**config.mk**
```make
export PLATFORM = sky130hd
export DESIGN_NAME = if_fetch_ctrl_flat
export DESIGN_NICKNAME = d
export VERILOG_FILES = /design/src/rtl/if_fetch_ctrl_pkg.sv /design/src/rtl/if_fetch_ctrl_if.sv /design/src/rtl/if_fetch_ctrl_sat_counter.sv /design/src/rtl/if_fetch_ctrl.sv /design/src/flat_wrapper.sv
export SDC_FILE = /design/constraint.sdc
export NUM_CORES = 1
export LEC_CHECK = 0
export CORE_ASPECT_RATIO = 0.75
export CORE_UTILIZATION = 40
export DETAILED_ROUTE_END_ITERATION = 6
export DONT_BUFFER_PORTS = 1
export GPL_ROUTABILITY_DRIVEN = 0
export HOLD_SLACK_MARGIN = 0.02
export PLACE_DENSITY = 0.6
export SYNTH_ARGS = -nofsm -noshare
export SYNTH_HDL_FRONTEND = slang
export SYNTH_SLANG_ARGS = --single-unit
```
**constraint.sdc**
```tcl
create_clock -name clk -period 2.9 [get_ports clk]
set_clock_uncertainty 0.05 [all_clocks]
set_input_delay 0.58 -clock clk [delete_from_list [all_inputs] [get_ports clk]]
set_output_delay 0.58 -clock clk [all_outputs]
set_load 0.05 [all_outputs]
```
**src/rtl/if_fetch_ctrl_pkg.sv**
```systemverilog
// Shared definitions for the IF fetch sequencer: FSM state encoding, MUX_IF
// source selects and the per-cycle command bundle produced by the decoder.
package if_fetch_ctrl_pkg;

   localparam logic [1:0] ST_BOOT      = 2'b00;
   localparam logic [1:0] ST_RUN       = 2'b01;
   localparam logic [1:0] ST_JMPL_PEND = 2'b10;

   localparam logic [1:0] SEL_NPC = 2'b00;
   localparam logic [1:0] SEL_TA  = 2'b01;
   localparam logic [1:0] SEL_ALU = 2'b10;

   // One cycle's worth of fetch-stage control; le drives PC, nPC and IF/ID together.
   typedef struct packed {
      logic       le;
      logic       clear;
      logic [1:0] sel;
      logic       stall_inc;
      logic       flush_inc;
   } fetch_cmd_t;

endpackage

```
**src/rtl/if_fetch_ctrl_if.sv**
```systemverilog
// Control bundle between the fetch sequencer (master) and the IF datapath,
// hazard unit and branch resolution logic (slave side).
interface if_fetch_ctrl_if #(
   parameter int CNT_W = 16
);
   logic             hz_stall;
   logic             br_id;
   logic             br_taken;
   logic             br_uncond;
   logic             annul_id;
   logic             jmpl_ex;
   logic [31:0]      ta_id;
   logic [31:0]      alu_out;

   logic             pc_le;
   logic             npc_le;
   logic             ifid_le;
   logic             ch_clear;
   logic [1:0]       mux_sel;
   logic [31:0]      redir_addr;
   logic [CNT_W-1:0] stall_cnt;
   logic [CNT_W-1:0] flush_cnt;

   modport master (
      input  hz_stall, br_id, br_taken, br_uncond, annul_id, jmpl_ex, ta_id, alu_out,
      output pc_le, npc_le, ifid_le, ch_clear, mux_sel, redir_addr, stall_cnt, flush_cnt
   );

   modport slave (
      output hz_stall, br_id, br_taken, br_uncond, annul_id, jmpl_ex, ta_id, alu_out,
      input  pc_le, npc_le, ifid_le, ch_clear, mux_sel, redir_addr, stall_cnt, flush_cnt
   );

endinterface

```
**src/rtl/if_fetch_ctrl_sat_counter.sv**
```systemverilog
// Saturating up-counter: sticks at all-ones instead of wrapping, cleared by R.
module sat_counter #(
   parameter int CNT_W = 16
) (
   input  logic             clk,
   input  logic             R,
   input  logic             inc,
   output logic [CNT_W-1:0] count
);

   // NOTE: registered state is always written with <= so every flop samples
   // the pre-edge value of its inputs, independent of block ordering.
   always_ff @(posedge clk) begin
      if (R) begin
         count <= '0;
      end else if (inc && (count != '1)) begin
         count <= count + 1'b1;
      end
   end

endmodule

```
**src/rtl/if_fetch_ctrl.sv**
```systemverilog
// Fetch-stage sequencer: decodes stalls, ID branch resolution and EX jmpl
// into PC/nPC/IF-ID enables, the IF/ID squash and the MUX_IF select.
module if_fetch_ctrl
   import if_fetch_ctrl_pkg::*;
#(
   parameter int BOOT_CYCLES = 1,
   parameter int CNT_W       = 16
) (
   input logic           clk,
   input logic           R,
   if_fetch_ctrl_if.master bus
);

   localparam int             BW        = $clog2(BOOT_CYCLES + 1);
   localparam logic [BW-1:0]  BOOT_LAST = BW'(BOOT_CYCLES - 1);

   logic [1:0]    state_q, state_d;
   logic [BW-1:0] boot_q, boot_d;
   logic [31:0]   tgt_q, tgt_d;
   logic [31:0]   redir;
   fetch_cmd_t    cmd;

   // NOTE: every variable assigned below gets a default first, so no path can
   // leave one unassigned and infer a latch.
   always_comb begin
      cmd       = '0;
      cmd.sel   = SEL_NPC;
      redir     = '0;
      state_d   = state_q;
      boot_d    = boot_q;
      tgt_d     = tgt_q;

      case (state_q)
         ST_BOOT: begin
            if (boot_q == BOOT_LAST) begin
               state_d = ST_RUN;
            end else begin
               boot_d = boot_q + 1'b1;
            end
         end

         ST_RUN: begin
            redir = bus.ta_id;
            if (bus.jmpl_ex && !bus.hz_stall) begin
               // The delay slot is already in ID; only the fetch behind it dies.
               cmd.le        = 1'b1;
               cmd.clear     = 1'b1;
               cmd.sel       = SEL_ALU;
               cmd.flush_inc = 1'b1;
            end else if (bus.jmpl_ex) begin
               cmd.stall_inc = 1'b1;
               tgt_d         = bus.alu_out;
               state_d       = ST_JMPL_PEND;
            end else if (bus.hz_stall) begin
               cmd.stall_inc = 1'b1;
            end else begin
               cmd.le = 1'b1;
               if (bus.br_id) begin
                  if (bus.br_taken) begin
                     cmd.sel   = SEL_TA;
                     cmd.clear = bus.annul_id && bus.br_uncond;
                  end else begin
                     cmd.clear = bus.annul_id;
                  end
                  cmd.flush_inc = cmd.clear;
               end
            end
         end

         ST_JMPL_PEND: begin
            // EX has moved on, so the captured target replaces alu_out.
            redir = tgt_q;
            if (bus.hz_stall) begin
               cmd.stall_inc = 1'b1;
            end else begin
               cmd.le        = 1'b1;
               cmd.clear     = 1'b1;
               cmd.sel       = SEL_TA;
               cmd.flush_inc = 1'b1;
               state_d       = ST_RUN;
            end
         end

         default: begin
            state_d = ST_BOOT;
         end
      endcase

      if (R) begin
         cmd   = '0;
         redir = '0;
      end
   end

   always_ff @(posedge clk) begin
      if (R) begin
         state_q <= ST_BOOT;
         boot_q  <= '0;
         tgt_q   <= '0;
      end else begin
         state_q <= state_d;
         boot_q  <= boot_d;
         tgt_q   <= tgt_d;
      end
   end

   assign bus.pc_le      = cmd.le;
   assign bus.npc_le     = cmd.le;
   assign bus.ifid_le    = cmd.le;
   assign bus.ch_clear   = cmd.clear;
   assign bus.mux_sel    = cmd.sel;
   assign bus.redir_addr = redir;

   sat_counter #(.CNT_W(CNT_W)) u_stall_cnt (
      .clk   (clk),
      .R     (R),
      .inc   (cmd.stall_inc),
      .count (bus.stall_cnt)
   );

   sat_counter #(.CNT_W(CNT_W)) u_flush_cnt (
      .clk   (clk),
      .R     (R),
      .inc   (cmd.flush_inc),
      .count (bus.flush_cnt)
   );

endmodule

```
**src/flat_wrapper.sv**
```systemverilog
// flat-port wrapper written by rule: the top's interface ports become plain ports
module if_fetch_ctrl_flat import if_fetch_ctrl_pkg::*;
#(
   parameter int BOOT_CYCLES = 1,
   parameter int CNT_W       = 16
)
  (clk, R, bus_hz_stall, bus_br_id, bus_br_taken, bus_br_uncond, bus_annul_id, bus_jmpl_ex, bus_ta_id, bus_alu_out, bus_pc_le, bus_npc_le, bus_ifid_le, bus_ch_clear, bus_mux_sel, bus_redir_addr, bus_stall_cnt, bus_flush_cnt);
  if_fetch_ctrl_if #(.CNT_W(CNT_W)) bus_i ();
  input logic clk;
  input logic R;
  input wire logic [$bits(bus_i.hz_stall)-1:0] bus_hz_stall;
  input wire logic [$bits(bus_i.br_id)-1:0] bus_br_id;
  input wire logic [$bits(bus_i.br_taken)-1:0] bus_br_taken;
  input wire logic [$bits(bus_i.br_uncond)-1:0] bus_br_uncond;
  input wire logic [$bits(bus_i.annul_id)-1:0] bus_annul_id;
  input wire logic [$bits(bus_i.jmpl_ex)-1:0] bus_jmpl_ex;
  input wire logic [$bits(bus_i.ta_id)-1:0] bus_ta_id;
  input wire logic [$bits(bus_i.alu_out)-1:0] bus_alu_out;
  output wire logic [$bits(bus_i.pc_le)-1:0] bus_pc_le;
  output wire logic [$bits(bus_i.npc_le)-1:0] bus_npc_le;
  output wire logic [$bits(bus_i.ifid_le)-1:0] bus_ifid_le;
  output wire logic [$bits(bus_i.ch_clear)-1:0] bus_ch_clear;
  output wire logic [$bits(bus_i.mux_sel)-1:0] bus_mux_sel;
  output wire logic [$bits(bus_i.redir_addr)-1:0] bus_redir_addr;
  output wire logic [$bits(bus_i.stall_cnt)-1:0] bus_stall_cnt;
  output wire logic [$bits(bus_i.flush_cnt)-1:0] bus_flush_cnt;
  assign bus_i.hz_stall = bus_hz_stall;
  assign bus_i.br_id = bus_br_id;
  assign bus_i.br_taken = bus_br_taken;
  assign bus_i.br_uncond = bus_br_uncond;
  assign bus_i.annul_id = bus_annul_id;
  assign bus_i.jmpl_ex = bus_jmpl_ex;
  assign bus_i.ta_id = bus_ta_id;
  assign bus_i.alu_out = bus_alu_out;
  assign bus_pc_le = bus_i.pc_le;
  assign bus_npc_le = bus_i.npc_le;
  assign bus_ifid_le = bus_i.ifid_le;
  assign bus_ch_clear = bus_i.ch_clear;
  assign bus_mux_sel = bus_i.mux_sel;
  assign bus_redir_addr = bus_i.redir_addr;
  assign bus_stall_cnt = bus_i.stall_cnt;
  assign bus_flush_cnt = bus_i.flush_cnt;
  if_fetch_ctrl #(.BOOT_CYCLES(BOOT_CYCLES), .CNT_W(CNT_W)) u_core (.clk(clk), .R(R), .bus(bus_i));
endmodule
```
==> results of run 1 <==
[cells by family (layout without fill, tap and decap cells)]
logic type               Yosys count  count (layout)  synth area share
buffers and inverters             42              96            0.0538
AND/OR/NAND/NOR                  190             190             0.265
AO/OA/AOI/OAI                    110             110             0.218
other                              0               1                 0
flip-flops                        66              66             0.395
multiplexers                       9               9            0.0280
XOR/XNOR                           8               8            0.0209
adder cells (fa/ha/maj)            5               5            0.0187
[sequential cells by signal (all words and copies together), names as in the netlist]
signal                    count
u_core.state_q                2
u_core.tgt_q                 32
u_core.u_flush_cnt.count     16
u_core.u_stall_cnt.count     16
[per-stage QoR]
| step | total power, mW | cell area [sq um] | cells | utilization | hold slack (ps) |
|---|---|---|---|---|---|
| after floorplan | 1.21 | 3350 | 430 | - | 387 |
| after global placement | 1.25 | 3870 | 573 | 0.484 | 387 |
| after detailed placement | 1.26 | 3870 | 573 | 0.484 | 391 |
| after CTS | 2.17 | 4110 | 589 | 0.515 | 229 |
| after global routing | 2.24 | 4120 | 590 | 0.516 | 213 |
| final | 2.14 | 4120 | 590 | 0.516 | 250 |
[per-layer routing]
metal	wire, um	GRT usage
met1	3860	0.248
met2	4220	0.342
met3	711	0.0835
met4	102	0.0534
met5	0	0
[power breakdown]
group	total [mW]	internal [mW]	switching (mW)
clock network	0.903	0.553	0.350
registers	0.940	0.928	0.0122
logic	0.298	0.0898	0.209
total	2.14	1.57	0.571
[area by class of cell]
type,instances,area share
multi-input cells,322,0.452
flip-flops and latches,66,0.321
repair buffers,69,0.126
clock buffers,12,0.0401
well taps,105,0.0319
clock inverters,4,0.0176
inverters,11,0.0109
diodes,1,0.000608
[synthesized netlist by cell type (2+ instances only)]
master / n
nand2_1: 81
dfxtp_1: 66
nor2_1: 54
a21oi_1: 43
a22oi_1: 33
clkbuf_1: 22
nand3_1: 12
inv_1: 11
nor3_1: 7
mux2i_1: 6
o311ai_0: 6
and3_1: 5
ha_1: 5
o21ai_0: 5
o31ai_1: 5
xor2_1: 5
and4_1: 4
nand4_1: 4
or4_1: 4
a211oi_1: 3
and2_1: 3
buf_2: 3
buf_4: 3
mux2_2: 3
nor4_1: 3
o41ai_1: 3
or3_1: 3
xnor2_1: 3
a41oi_1: 2
buf_1: 2
nor2b_1: 2
nor4_4: 2
o2111ai_1: 2
[repair_timing]
| action | in CTS | in global routing |
|---|---|---|
| setup endpoints to repair | 1 | 1 |
| pin swaps | 0 | 0 |
| setup buffers | 0 | 0 |
| resized for setup | 2 | 1 |
| hold buffers | 0 | 0 |
[worst max-delay path: cells and delay by family (launching register included)]
| family | cells | cell delay, ps |
|---|---|---|
| buf+inv | 3 | 630 |
| simple gates | 2 | 440 |
| flops | 1 | 360 |
| fa+ha+maj | 1 | 320 |
[how the worst min path moves through the flow]
stage | start | slack (ps) | to
2_1_floorplan | u_core.tgt_q[0] | 390 | u_core.tgt_q[0]
3_3_place_gp | u_core.tgt_q[4] | 390 | u_core.tgt_q[4]
3_5_place_dp | u_core.tgt_q[17] | 390 | u_core.tgt_q[17]
4_1_cts | R | 230 | u_core.u_flush_cnt.count[4]
5_1_grt | R | 210 | u_core.u_flush_cnt.count[1]
6_report | R | 250 | u_core.u_flush_cnt.count[1]
==> run summary, run 1 <==
Synth top area share -> 0.395
leading cell type in the layout, fill and taps excluded -> nand2_1
min-delay worst type -> input port to register
Die H -> 81.2 um
fill count -> 811
Post-Syn Area per Cell -> 7.78 sq um
crit-path cells -> inv_1 > ha_1 > nand2b_4 > or3_4 > inv_1 > buf_4
fin crit share -> 0.939
core area -> 7990 sq um
maximum vdd drop -> 0.201 mV
clk slew on worst S/H paths -> 70 ps
top cells by area, synth -> dfxtp_1, nand2_1, a22oi_1, a21oi_1, nor2_1
initial antenna violation count -> 1
synthesized instance count -> 430
register area -> 1320 sq um
Total GRT Usage -> 0.206
endpoint class of the critical path -> output port
Starting Density -> 0.419
Residual DRC -> 0
total vias in the final route -> 3243
leakage -> 1.53 nW
port buffer count -> 0
f_max -> 367 MHz
grt total ovfl -> 0
hold path cells -> 1
fin. max-slew vios -> 0
CTS tree -> done
most used cell, CP -> inv_1
flop-to-flop setup slack -> 420 ps
sequential-to-total area share from yosys stat -> 0.395
max-cap violations -> 0
r2r worst-path depth -> 8
startpoint types -> register
Worst Setup SP -> u_core.state_q[0]
crit path kind -> register to output port
HPWL Detailed -> 6290 um
# H-tree levels -> 3
Synth Cell Area -> 3350 sq um
final hold violations -> 0
Final WS setup -> 177 ps
critical path fanouts, max -> 3
Setup TNS -> 0 ps
CP endpoint -> bus_npc_le
Tmin final -> 2720 ps
Via density -> 5.50
post-synthesis cell type count -> 48
first-pass GRT wire length -> 14000 um
DR iter-0 viols -> 207
drt wl/cell -> 15.1 um
RR Startpoint -> u_core.state_q[1]
status -> finished clean
# rows -> 28
die width -> 108 um
Syn. warnings -> 0
pre-CTS WS -> 321 ps
RSZ-0062 raised after global routing -> false
Detail Route Antenna Nets -> 0
total CTS buffers -> 9
clock latency on the worst-skew pair -> 340 ps
multi-input combinational cell area -> 1860 sq um
Clock Sinks -> 66
slowest stage cell, crit path -> buf_4
post-synth top area cell -> dfxtp_1
area grow syn2layout -> 23.1%
Routed Wire Length -> 8890 um
worst path required time -> 2270 ps
Slew headroom -> 0.586
io pins -> 142
Synth Flop Type -> dfxtp_1
most frequent cells in the layout -> nand2_1, buf_4, dfxtp_1
CP peak stage delay -> 410 ps
Power Density -> 520 nW/um^2
nets@finish -> 556
async set-reset flop share out of synthesis -> 0
Final Setup Violations -> 0
clk buf depth -> 2
worst slew pin tran -> 620 ps
data arrival time of the worst path -> 2090 ps
vias in the first global route -> 2949
Pre-Repair DR Iteration Count -> 4
largest net degree at the start of global routing -> 65
CTS root buf -> clkbuf_8
EDFF count, synth -> 0
R2R Path End -> u_core.u_stall_cnt.count[13]
FF+latch count, synth -> 66
syn_nets -> 507
die area -> 8740 sq um
fraction of layout cells with a size suffix above 1 -> 0.200
(Power assumes the default switching activity.)
==> run 2: changes to the inputs <==
CORE_ASPECT_RATIO = default   (was 0.75)
GPL_TIMING_DRIVEN = 0   (was default)
==> run summary, run 2 (synthesis results as in run 1) <==
status -> finished clean
Starting Density -> 0.422
CP peak stage delay -> 390 ps
grt total ovfl -> 0
CTS root buf -> clkbuf_8
die area -> 8740 sq um
core area -> 7930 sq um
clk buf depth -> 2
# H-tree levels -> 3
Residual DRC -> 0
worst slew pin tran -> 930 ps
Detail Route Antenna Nets -> 0
biggest regs -> u_core.tgt_q: 32 flops, u_core.u_flush_cnt.count: 16 flops, u_core.u_stall_cnt.count: 16 flops
max-cap violations -> 0
initial antenna violation count -> 0
Tmin final -> 2800 ps
largest net degree at the start of global routing -> 14
HPWL Detailed -> 6450 um
maximum vdd drop -> 0.172 mV
nets@finish -> 517
crit path kind -> register to output port
power consumption -> 2.00 mW
RSZ-0062 raised after global routing -> false
startpoint types -> register
Die H -> 93.5 um
Slew headroom -> 0.377
Power Density -> 511 nW/um^2
Final Non-Filler Cells -> 546
CTS tree -> done
total CTS buffers -> 9
Via density -> 5.81
Pre-Repair DR Iteration Count -> 4
Critical path buffers and inverters -> 3
area grow syn2layout -> 17.1%
Total GRT Usage -> 0.207
io pins -> 142
endpoint class of the critical path -> output port
die width -> 93.5 um
clock latency on the worst-skew pair -> 330 ps
max reg flops -> 32
leading cell type in the layout, fill and taps excluded -> nand2_1
Clock Sinks -> 66
fraction of layout cells with a size suffix above 1 -> 0.169
f_max -> 357 MHz
min-delay worst type -> input port to register
slowest stage cell, crit path -> or3_4
clk slew on worst S/H paths -> 70 ps
Util after Layout -> 0.494
fill count -> 780
worst path required time -> 2270 ps
# rows -> 32
total vias in the final route -> 3171
setup repair bufs after CTS -> 0
drt wl/cell -> 16.6 um
fin. max-slew vios -> 0
data arrival time of the worst path -> 2170 ps
DR iter-0 viols -> 132
Routed Wire Length -> 9060 um
first-pass GRT wire length -> 14100 um
crit-path cells -> inv_1 > ha_1 > nand2b_4 > or3_4 > clkinvlp_4 > nand2_8 > clkinvlp_4
family with the most delay on the worst path -> buffers and inverters
most frequent cells in the layout -> nand2_1, dfxtp_1, a21oi_1
vias in the first global route -> 2913
Final Setup Violations -> 0
fin crit share -> 0.965
Top reg by flops -> u_core.tgt_q
ANT cells -> 0
leakage -> 1.22 nW
final hold violations -> 0
most used cell, CP -> clkinvlp_4
critical path fanouts, max -> 13
placed insts -> 532
port buffer count -> 0
## run 2: changes by cell type in the layout (fill, tap and decap cells not counted), sizes merged
cell    before  now
clkinv       1    3
inv         10    9
clkbuf      12   36
diode        1    0
buf         69    6
bufinv       2    0
## run 2: worst paths after layout
kind / startpoint / to / slack, ps / cells after the start
setup / recovery: u_core.state_q[0] / bus_ch_clear / 100 / 7
hold / removal: bus_alu_out[16] / u_core.tgt_q[16] / 320 / 2
setup reg to reg: u_core.u_flush_cnt.count[8] / u_core.u_flush_cnt.count[5] / 280 / 6
hold reg to reg: u_core.tgt_q[30] / u_core.tgt_q[30] / 410 / 2
## run 2: layout make-up
cell class	count	area (sq um)	area share
Clock buffer	12	155	0.0396
Sequential cell	66	1320	0.337
Buffer	30	148	0.0377
Clock inverter	3	15.0	0.00383
Inverter	11	48.8	0.0124
Multi-Input combinational cell	322	2100	0.537
Tap cell	102	128	0.0326
## run 2: timing repair
item / 4_1_cts / 5_1_grt
endpoints found under the setup margin: 36 / 32
pin swaps: 1 / 1
hold buffers: 0 / 0
resized for setup: 71 / 12
## run 2: report_power, final
part | total, mW | switching (mW) | internal (mW)
clock network | 0.684 | 0.336 | 0.348
registers | 0.946 | 0.0176 | 0.929
logic | 0.373 | 0.282 | 0.0907
total | 2.00 | 0.635 | 1.37
## run 2: per-stage QoR
stage	hold slack [ps]	instance area [sq um]	setup TNS [ps]	setup WS [ps]
floorplan	387	3350	0	4.52
global placement	393	3470	-1020	-290
detailed placement	400	3480	-1680	-311
CTS	304	3900	0	11.1
global route	302	3920	0	11.6
finish	321	3920	0	102
## run 2: metal layers
layer / part of all wire / track usage / up-vias / wire (um)
li1: - / - / 1563 / -
met1: 0.44 / 0.257 / 1496 / 3990
met2: 0.48 / 0.336 / 103 / 4310
met3: 0.074 / 0.0683 / 9 / 667
met4: 0.0099 / 0.0679 / 0 / 90
met5: 0 / 0 / - / 0
## run 2: worst reg2reg max path, stage by stage (launching register included)
cell and delay, ps:
dfxtp_1 740, nand4_1 410, nor4_4 560, and2_1 220, buf_2 200, nor4_1 70
mux2_2 270
==> run 3: changes to the inputs <==
TNS_END_PERCENT = 50   (was default)
==> run summary, run 3 (synthesis results as in run 1) <==
nets@finish -> 517
Starting Density -> 0.422
met3 usage -> 0.0683
leading cell type in the layout, fill and taps excluded -> nand2_1
endpoint class of the critical path -> output port
die area -> 8740 sq um
multi-input combinational cell area -> 2100 sq um
CTS root buf -> clkbuf_8
min-delay worst type -> input port to register
DR iter-0 viols -> 134
most used cell, CP -> clkinvlp_4
Critical path buffers and inverters -> 3
Hold WS -> 321 ps
flop-to-flop setup slack -> 280 ps
startpoint types -> register
drt wl/cell -> 16.6 um
min-delay src -> bus_alu_out[16]
Total GRT Usage -> 0.207
fin. max-slew vios -> 0
Final WS setup -> 60.3 ps
total CTS buffers -> 9
crit path kind -> register to output port
register area -> 1320 sq um
first-pass GRT wire length -> 14100 um
Hold Path End -> u_core.tgt_q[16]
HPWL Detailed -> 6450 um
hold path cells -> 2
fin crit share -> 0.979
slowest stage cell, crit path -> or3_4
fill count -> 781
Tmin final -> 2840 ps
# rows -> 32
Residual DRC -> 0
clk buf depth -> 2
Top reg by flops -> u_core.tgt_q
port buffer count -> 0
# H-tree levels -> 3
total vias in the final route -> 3168
Power Density -> 511 nW/um^2
final hold violations -> 0
max-cap violations -> 0
RSZ-0062 raised after global routing -> true
RR Startpoint -> u_core.u_flush_cnt.count[8]
die width -> 93.5 um
Slew headroom -> 0.378
# hold bufs at CTS -> 0
data arrival time of the worst path -> 2210 ps
grt total ovfl -> 0
Die H -> 93.5 um
largest net degree at the start of global routing -> 14
initial antenna violation count -> 0
GRT met1 Usage -> 0.257
clk slew on worst S/H paths -> 70 ps
vias in the first global route -> 2913
clock latency on the worst-skew pair -> 330 ps
biggest regs -> u_core.tgt_q: 32 flops, u_core.u_flush_cnt.count: 16 flops, u_core.u_stall_cnt.count: 16 flops
io pins -> 142
Routed Wire Length -> 9060 um
status -> finished clean
pre-CTS WS -> -311 ps
most frequent cells in the layout -> nand2_1, dfxtp_1, a21oi_1
area grow syn2layout -> 17.1%
Detail Route Antenna Nets -> 0
maximum vdd drop -> 0.172 mV
Pre-Repair DR Iteration Count -> 4
CP peak stage delay -> 390 ps
Final Setup Violations -> 0
core area -> 7930 sq um
family with the most delay on the worst path -> buffers and inverters
ANT cells -> 0
fraction of layout cells with a size suffix above 1 -> 0.167
Via density -> 5.80
M2 GR Usage -> 0.336
leakage -> 1.22 nW
crit-path cells -> inv_1 > ha_1 > nand2b_4 > or3_4 > clkinvlp_4 > nand2_8 > clkinvlp_4
max reg flops -> 32
f_max -> 352 MHz
worst path required time -> 2270 ps
Clock Sinks -> 66
worst slew pin tran -> 930 ps
r2r worst-path depth -> 6
R2R Path End -> u_core.u_flush_cnt.count[5]
CTS tree -> done
critical path fanouts, max -> 13
gr busiest metal -> met2
-- run 3: repair_timing --
item                                    4_1_cts  5_1_grt
setup buffers                                 0        0
gates cloned                                  0        0
endpoints found under the setup margin       36       32
resized for setup                            71       11
pin swaps                                     1        1
-- run 3: final cells by class --
cell class	count	area share
Sequential cell	66	0.337
Clock buffer	12	0.0396
Inverter	11	0.0125
Buffer	30	0.0377
Clock inverter	3	0.00383
Multi-Input combinational cell	322	0.537
Tap cell	102	0.0326
-- run 3: through the flow --
step                area, sq um  TNS, ps  cells  utilization  total power, mW
global route               3920    -30.8    546        0.494             2.10
finish                     3920        0    546        0.494             2.00
detailed placement         3480    -1680    532        0.439             1.26
global placement           3470    -1020    532        0.438             1.26
floorplan                  3350        0    430            -             1.21
CTS                        3900        0    546        0.492             2.03
-- run 3: report_power, final --
group	internal [mW]	switching (mW)	total, mW
Sequential	0.928	0.0177	0.946
Clock	0.348	0.336	0.684
Combinational	0.0907	0.282	0.373
-- run 3: worst max-delay path by stage --
stage | start | end | slack [ps] | cells after the start
2_1_floorplan | u_core.state_q[1] | bus_mux_sel[1] | 5 | 6
3_3_place_gp | u_core.state_q[1] | bus_mux_sel[1] | -290 | 6
3_5_place_dp | u_core.state_q[1] | bus_mux_sel[1] | -310 | 6
4_1_cts | u_core.state_q[1] | bus_mux_sel[1] | 10 | 6
5_1_grt | u_core.state_q[0] | bus_ch_clear | -30 | 7
6_report | u_core.state_q[0] | bus_ch_clear | 60 | 7
-- run 3: layer usage --
metal | wire length [um] | vias up
li1 | - | 1564
met1 | 3980 | 1489
met2 | 4320 | 106
met3 | 673 | 9
met4 | 90 | 0
met5 | 0 | -
